$ cat src/rtl/adder_frame_accumulator_if.sv
// Handshake bundle between wide_adder results, the frame accumulator and its consumer.
// master drives samples and out_ready; slave (the accumulator) drives in_ready and the frame result.
interface adder_frame_accumulator_if #(
    parameter int WIDTH     = 6,
    parameter int ACC_WIDTH = 16
);
    logic                 in_valid;
    logic                 in_ready;
    logic [WIDTH-1:0]     in_sum;
    logic                 in_carry;
    logic                 out_valid;
    logic                 out_ready;
    logic [ACC_WIDTH-1:0] out_acc;
    logic                 out_ovf;

    modport master (
        output in_valid,
        output in_sum,
        output in_carry,
        output out_ready,
        input  in_ready,
        input  out_valid,
        input  out_acc,
        input  out_ovf
    );

    modport slave (
        input  in_valid,
        input  in_sum,
        input  in_carry,
        input  out_ready,
        output in_ready,
        output out_valid,
        output out_acc,
        output out_ovf
    );
endinterface

$ cat src/rtl/adder_frame_accumulator.sv
// Sums COUNT {carry,sum} samples into a frame total; out_valid rises the cycle after the COUNT-th accept.
// in_ready is registered and drops for the whole DONE state, so a held result stalls the adder pipeline.
module adder_frame_accumulator #(
    parameter int WIDTH     = 6,
    parameter int ACC_WIDTH = 16,
    parameter int COUNT     = 8
) (
    input  logic                          clk,
    input  logic                          rst_n,
    adder_frame_accumulator_if.slave      io_bus
);
    localparam int CNT_W = $clog2(COUNT + 1);
    localparam logic [CNT_W-1:0] CNT_LAST = CNT_W'(COUNT);

    typedef enum logic [1:0] {
        IDLE  = 2'd0,
        ACCUM = 2'd1,
        DONE  = 2'd2
    } state_t;

    state_t               r_state;
    state_t               w_state_nxt;
    logic [CNT_W-1:0]     r_cnt;
    logic [CNT_W-1:0]     w_cnt_nxt;
    logic [CNT_W-1:0]     w_cnt_inc;
    logic [ACC_WIDTH-1:0] r_acc;
    logic [ACC_WIDTH-1:0] w_acc_nxt;
    logic [ACC_WIDTH-1:0] r_out_acc;
    logic [ACC_WIDTH-1:0] w_out_acc_nxt;
    logic                 r_ovf;
    logic                 w_ovf_nxt;
    logic                 r_out_ovf;
    logic                 w_out_ovf_nxt;
    logic                 r_in_ready;

    logic                 w_accept;
    logic                 w_last;
    logic [ACC_WIDTH-1:0] w_sample;
    logic [ACC_WIDTH-1:0] w_base;
    logic                 w_ovf_base;
    logic [ACC_WIDTH:0]   w_sum;
    logic                 w_sum_ovf;

    assign w_accept  = io_bus.in_valid & r_in_ready;
    assign w_sample  = ACC_WIDTH'({io_bus.in_carry, io_bus.in_sum});
    // The first sample of a frame starts from zero, so IDLE and ACCUM share one adder.
    assign w_base     = (r_state == ACCUM) ? r_acc : '0;
    assign w_ovf_base = (r_state == ACCUM) & r_ovf;
    assign w_sum      = {1'b0, w_base} + {1'b0, w_sample};
    assign w_sum_ovf  = w_ovf_base | w_sum[ACC_WIDTH];
    assign w_cnt_inc  = r_cnt + CNT_W'(1);
    assign w_last     = (w_cnt_inc == CNT_LAST);

    always_comb begin
        w_state_nxt   = r_state;
        w_cnt_nxt     = r_cnt;
        w_acc_nxt     = r_acc;
        w_ovf_nxt     = r_ovf;
        w_out_acc_nxt = r_out_acc;
        w_out_ovf_nxt = r_out_ovf;
        unique case (r_state)
            IDLE, ACCUM: begin
                if (w_accept) begin
                    w_acc_nxt = w_sum[ACC_WIDTH-1:0];
                    w_ovf_nxt = w_sum_ovf;
                    w_cnt_nxt = w_cnt_inc;
                    if (w_last) begin
                        w_state_nxt   = DONE;
                        w_out_acc_nxt = w_sum[ACC_WIDTH-1:0];
                        w_out_ovf_nxt = w_sum_ovf;
                    end else begin
                        w_state_nxt = ACCUM;
                    end
                end
            end
            DONE: begin
                if (io_bus.out_ready) begin
                    w_state_nxt = IDLE;
                    w_cnt_nxt   = '0;
                end
            end
            default: begin
                w_state_nxt = IDLE;
                w_cnt_nxt   = '0;
            end
        endcase
    end

    // in_ready is a flop so it stays low through reset and has no path from out_ready.
    always_ff @(posedge clk or negedge rst_n) begin
        if (!rst_n) begin
            r_state    <= IDLE;
            r_cnt      <= '0;
            r_acc      <= '0;
            r_ovf      <= 1'b0;
            r_out_acc  <= '0;
            r_out_ovf  <= 1'b0;
            r_in_ready <= 1'b0;
        end else begin
            r_state    <= w_state_nxt;
            r_cnt      <= w_cnt_nxt;
            r_acc      <= w_acc_nxt;
            r_ovf      <= w_ovf_nxt;
            r_out_acc  <= w_out_acc_nxt;
            r_out_ovf  <= w_out_ovf_nxt;
            r_in_ready <= (w_state_nxt != DONE);
        end
    end

    assign io_bus.in_ready  = r_in_ready;
    assign io_bus.out_valid = (r_state == DONE);
    assign io_bus.out_acc   = r_out_acc;
    assign io_bus.out_ovf   = r_out_ovf;

    a_cnt_bound: assert property (@(posedge clk) disable iff (!rst_n) r_cnt <= CNT_LAST);
    a_no_ready_in_done: assert property (@(posedge clk) disable iff (!rst_n)
        !(io_bus.in_ready && io_bus.out_valid));
    a_hold_result: assert property (@(posedge clk) disable iff (!rst_n)
        (io_bus.out_valid && !io_bus.out_ready) |=>
            (io_bus.out_valid && $stable(io_bus.out_acc) && $stable(io_bus.out_ovf)));
endmodule

$ cat src/flat_wrapper.sv
// flat-port wrapper written by rule: the top's interface ports become plain ports
module adder_frame_accumulator_flat 
#(
    parameter int WIDTH     = 6,
    parameter int ACC_WIDTH = 16,
    parameter int COUNT     = 8
)
  (clk, rst_n, io_bus_in_valid, io_bus_in_sum, io_bus_in_carry, io_bus_out_ready, io_bus_in_ready, io_bus_out_valid, io_bus_out_acc, io_bus_out_ovf);
  adder_frame_accumulator_if #(.WIDTH(WIDTH), .ACC_WIDTH(ACC_WIDTH)) io_bus_i ();
  input  logic clk;
  input  logic rst_n;
  input wire logic [$bits(io_bus_i.in_valid)-1:0] io_bus_in_valid;
  input wire logic [$bits(io_bus_i.in_sum)-1:0] io_bus_in_sum;
  input wire logic [$bits(io_bus_i.in_carry)-1:0] io_bus_in_carry;
  input wire logic [$bits(io_bus_i.out_ready)-1:0] io_bus_out_ready;
  output wire logic [$bits(io_bus_i.in_ready)-1:0] io_bus_in_ready;
  output wire logic [$bits(io_bus_i.out_valid)-1:0] io_bus_out_valid;
  output wire logic [$bits(io_bus_i.out_acc)-1:0] io_bus_out_acc;
  output wire logic [$bits(io_bus_i.out_ovf)-1:0] io_bus_out_ovf;
  assign io_bus_i.in_valid = io_bus_in_valid;
  assign io_bus_i.in_sum = io_bus_in_sum;
  assign io_bus_i.in_carry = io_bus_in_carry;
  assign io_bus_i.out_ready = io_bus_out_ready;
  assign io_bus_in_ready = io_bus_i.in_ready;
  assign io_bus_out_valid = io_bus_i.out_valid;
  assign io_bus_out_acc = io_bus_i.out_acc;
  assign io_bus_out_ovf = io_bus_i.out_ovf;
  adder_frame_accumulator #(.WIDTH(WIDTH), .ACC_WIDTH(ACC_WIDTH), .COUNT(COUNT)) u_core (.clk(clk), .rst_n(rst_n), .io_bus(io_bus_i));
endmodule
$ cat config.mk
export PLATFORM = sky130hd
export DESIGN_NAME = adder_frame_accumulator_flat
export DESIGN_NICKNAME = d
export VERILOG_FILES = /design/src/rtl/adder_frame_accumulator_if.sv /design/src/rtl/adder_frame_accumulator.sv /design/src/flat_wrapper.sv
export SDC_FILE = /design/constraint.sdc
export NUM_CORES = 1
export LEC_CHECK = 0
export CAP_MARGIN = 20
export CORE_MARGIN = 3
export CORE_UTILIZATION = 55
export DETAILED_ROUTE_END_ITERATION = 10
export HOLD_SLACK_MARGIN = 0.08
export PLACE_DENSITY_LB_ADDON = 0.05
export SETUP_SLACK_MARGIN = 0.02
export SYNTH_ARGS = -nofsm -noshare
export SYNTH_HDL_FRONTEND = slang
export SYNTH_SLANG_ARGS = --single-unit
$ cat constraint.sdc
create_clock -name clk -period 10.2 [get_ports clk]
set_input_delay 3.06 -clock clk [delete_from_list [all_inputs] [get_ports clk]]
set_output_delay 3.06 -clock clk [all_outputs]
set_load 0.05 [all_outputs]
==> impl_metrics.tcl <==
set metrics [dict create \
    final-setup-viol-count 0 \
    clk_pin_slew_ns 0.08 \
    fin_area_um2 2794 \
    synthCells 244 \
    die_area_um2 5155 \
    track_usage_pct 21.42 \
    antenna_left 0 \
    ir_worst_vdd_mv 0.1968 \
    clk_latency_ns 0.30 \
    totalWireLength_um 4952 \
    routedWlPerCell_um 15.33 \
    cts_hold_buf 0 \
    synth_edf_count 0 \
    syn_avg_cell_area_um2 9.758 \
    setup-tns-final_ns 0 \
    drive_gt1_share_pct 12.09 \
    rsz0062_at_grt "false" \
    grt.overflow.total 0 \
    fill_cells 325 \
    min_delay_path_depth 2 \
    ys.warnings.count 0 \
    core_area_um2 4086 \
    cp.required_ns 10.42 \
    cp.depth 9 \
    clk_path_buf_depth 2 \
    reg2regPathDepth 9 \
    hold_violations 0 \
    grt_pass1_vias 1847 \
    gp_congestion 0.8339 \
    seq_area_um2 1026 \
    finClkSkew_ns 0.003902 \
    critical_path.max_fanout 10 \
    area.growth.synth_to_final_pct 17.34 \
    worstMarginPinSlew_ns 0.9157 \
    slew_headroom_pct 38.95 \
    floorplan.initialDensity_pct 58.27 \
    cp_top_family "simple AND/OR/NAND/NOR gates" \
    final_nets 293 \
    status "finished clean" \
    clockRootBuffer "clkbuf_8" \
    diodes 0 \
    p_leak_nw 1.214 \
    fp.dieW_um 71.80 \
    crit_path_start_kind "primary input" \
    grt_pass1_wl_um 8542 \
    post-route-period-util_pct 51.41 \
    drt_iter0_drc 135 \
    io_pins 30 \
    cts_htree_levels 2 \
    post_cts_resized 0 \
    syn_nets 265 \
    postCtsSetupBuffers 0 \
    multi_input_area_um2 1251 \
    maxCapViolCount 0 \
    antenna_found_initial 0 \
    async_reset_ff_share_pct 100.0 \
    num_vias 1919 \
    ys_seq_area_share_pct 43.09 \
    ys.flop_type "dfrtp_1" \
    via_per_inst 5.941 \
    drtPass1Iterations 4 \
    cts_tree "done" \
    slowest_stage "or4_4" \
    cts_buffers 5 \
    crit_type "primary input to register" \
    die_h_um 71.80 \
    hpwl_um 3440 \
    hold_class "register to register" \
    grt_max_degree 42 \
    portBuffers 29 \
    fmax_ghz 0.1907 \
    ys_ff_latch 41 \
    max_stage_delay_ns 0.57 \
    worst_ep_arrival_time_ns 5.47 \
    crit_chain "clkdlybuf4s50_1 > ha_1 > inv_1 > fa_1 > nand2b_1 > a21oi_4 > o21ai_2 > or4_4 > a31oi_1" \
    cts_sinks 41 \
    crit_buf_inv 2 \
    cp-end-kind "register" \
    power.density_nw_per_um2 349.2 \
    slew_violations 0 \
    placed_area_um2 2678 \
    num_rows 23 \
    period_needed_ns 5.244 \
    synth_area_um2 2381 \
    drc 0 \
    yosysUniqueCellTypes 56 \
]
==> layout make-up <==
class / count / share of cell area [%]
multi-input cells: 183 / 44.78
clock buffers: 7 / 3.090
clock inverters: 1 / 1.075
inverters: 10 / 1.343
well taps: 50 / 2.239
flip-flops and latches: 41 / 36.72
repair buffers: 31 / 10.75
==> cells in the mapped netlist, types with 4 or more instances <==
library cell | count | area [um2]
and2_1 | 9 | 56.30
nand2_1 | 34 | 127.6
inv_1 | 10 | 37.54
nand4_1 | 4 | 25.02
o211ai_1 | 4 | 30.03
a31oi_1 | 6 | 37.54
mux2i_1 | 4 | 40.04
mux2_2 | 9 | 101.4
o21ai_0 | 11 | 55.05
nor2_1 | 15 | 56.30
ha_1 | 9 | 112.6
xnor2_1 | 6 | 52.55
a21oi_1 | 8 | 40.04
dfrtp_1 | 41 | 1026
nand3_1 | 11 | 55.05
==> sequential cells by signal, indices dropped and copies added (netlist names) <==
register,cells
u_core.r_cnt,4
u_core.io_bus.in_ready,1
u_core.r_state,2
u_core.r_acc,16
u_core.io_bus.out_ovf,1
u_core.r_ovf,1
u_core.io_bus.out_acc,16
==> placed cells by master, fill, tap and decap left out, types with 2 or more instances in the layout <==
| cell | n |
|---|---|
| nor2_1 | 15 |
| a211oi_1 | 3 |
| xnor2_1 | 6 |
| o211ai_1 | 4 |
| clkbuf_8 | 6 |
| clkdlybuf4s50_1 | 28 |
| nand2_1 | 34 |
| xor2_1 | 3 |
| a21o_1 | 2 |
| inv_1 | 10 |
| and2_1 | 9 |
| nand2b_1 | 3 |
| ha_1 | 9 |
| a31oi_1 | 6 |
| nand4_1 | 4 |
| nand3_1 | 11 |
| mux2_2 | 9 |
| nor3_1 | 2 |
| nor2b_1 | 2 |
| or3_1 | 3 |
| buf_4 | 2 |
| and3b_1 | 2 |
| o32ai_1 | 2 |
| a21oi_1 | 8 |
| mux2i_1 | 4 |
| a211o_2 | 3 |
| dfrtp_1 | 41 |
| or4_1 | 3 |
| o211ai_2 | 3 |
| o21ai_0 | 11 |
==> final timing paths <==
check,start,endpoint,slack (ns)
max,io_bus_in_sum[0],u_core.io_bus.out_ovf,4.96
min,u_core.r_acc[0],u_core.r_acc[0],0.47
max reg2reg,u_core.r_state[0],u_core.io_bus.out_ovf,7.21
min reg2reg,u_core.r_acc[0],u_core.r_acc[0],0.47
max in group asynchronous,rst_n,u_core.io_bus.out_acc[0],6.73
min in group asynchronous,rst_n,u_core.io_bus.out_acc[1],2.89
==> cells by family after synthesis <==
logic type	synth area share, %
buf+inv	4.362
simple gates	21.28
mux	5.938
compound gates	16.45
xor+xnor	3.311
fa+ha+maj	5.570
flops	43.09
==> stage by stage <==
step	cells	setup slack [ns]	total power, W	hold slack [ns]	util [%]
2_1_floorplan	244	5.290	0.0007009	0.4374	-
3_3_place_gp	315	4.717	0.0008290	0.4492	65.52
3_5_place_dp	315	4.680	0.0008382	0.4588	65.52
4_1_cts	323	4.967	0.0009811	0.4783	68.37
5_1_grt	323	4.848	0.001045	0.4870	68.37
6_report	323	4.956	0.0009756	0.4716	68.37
==> power breakdown <==
part	switching, W	total [W]	internal (W)
Combinational	0.000339	0.000548	0.000209
Sequential	0.0000611	0.000293	0.000232
Clock	0.0000551	0.000135	0.0000798
Total	0.000455	0.000976	0.000521
==> layer usage <==
| metal | track usage [%] | vias up | share of wire [%] |
|---|---|---|---|
| li1 | - | 933 | - |
| met1 | 27.69 | 932 | 45 |
| met2 | 35.71 | 49 | 49 |
| met3 | 4.208 | 5 | 4.4 |
| met4 | 7.724 | 0 | 1.5 |
| met5 | 0 | - | 0 |
==> tightest hold or removal path, delay by kind of cell (launching register included) <==
family,cells,cell delay [ns]
flip-flops,1,0.34
AND/OR/NAND/NOR,2,0.10
Power figures use the tool's default switching activity.
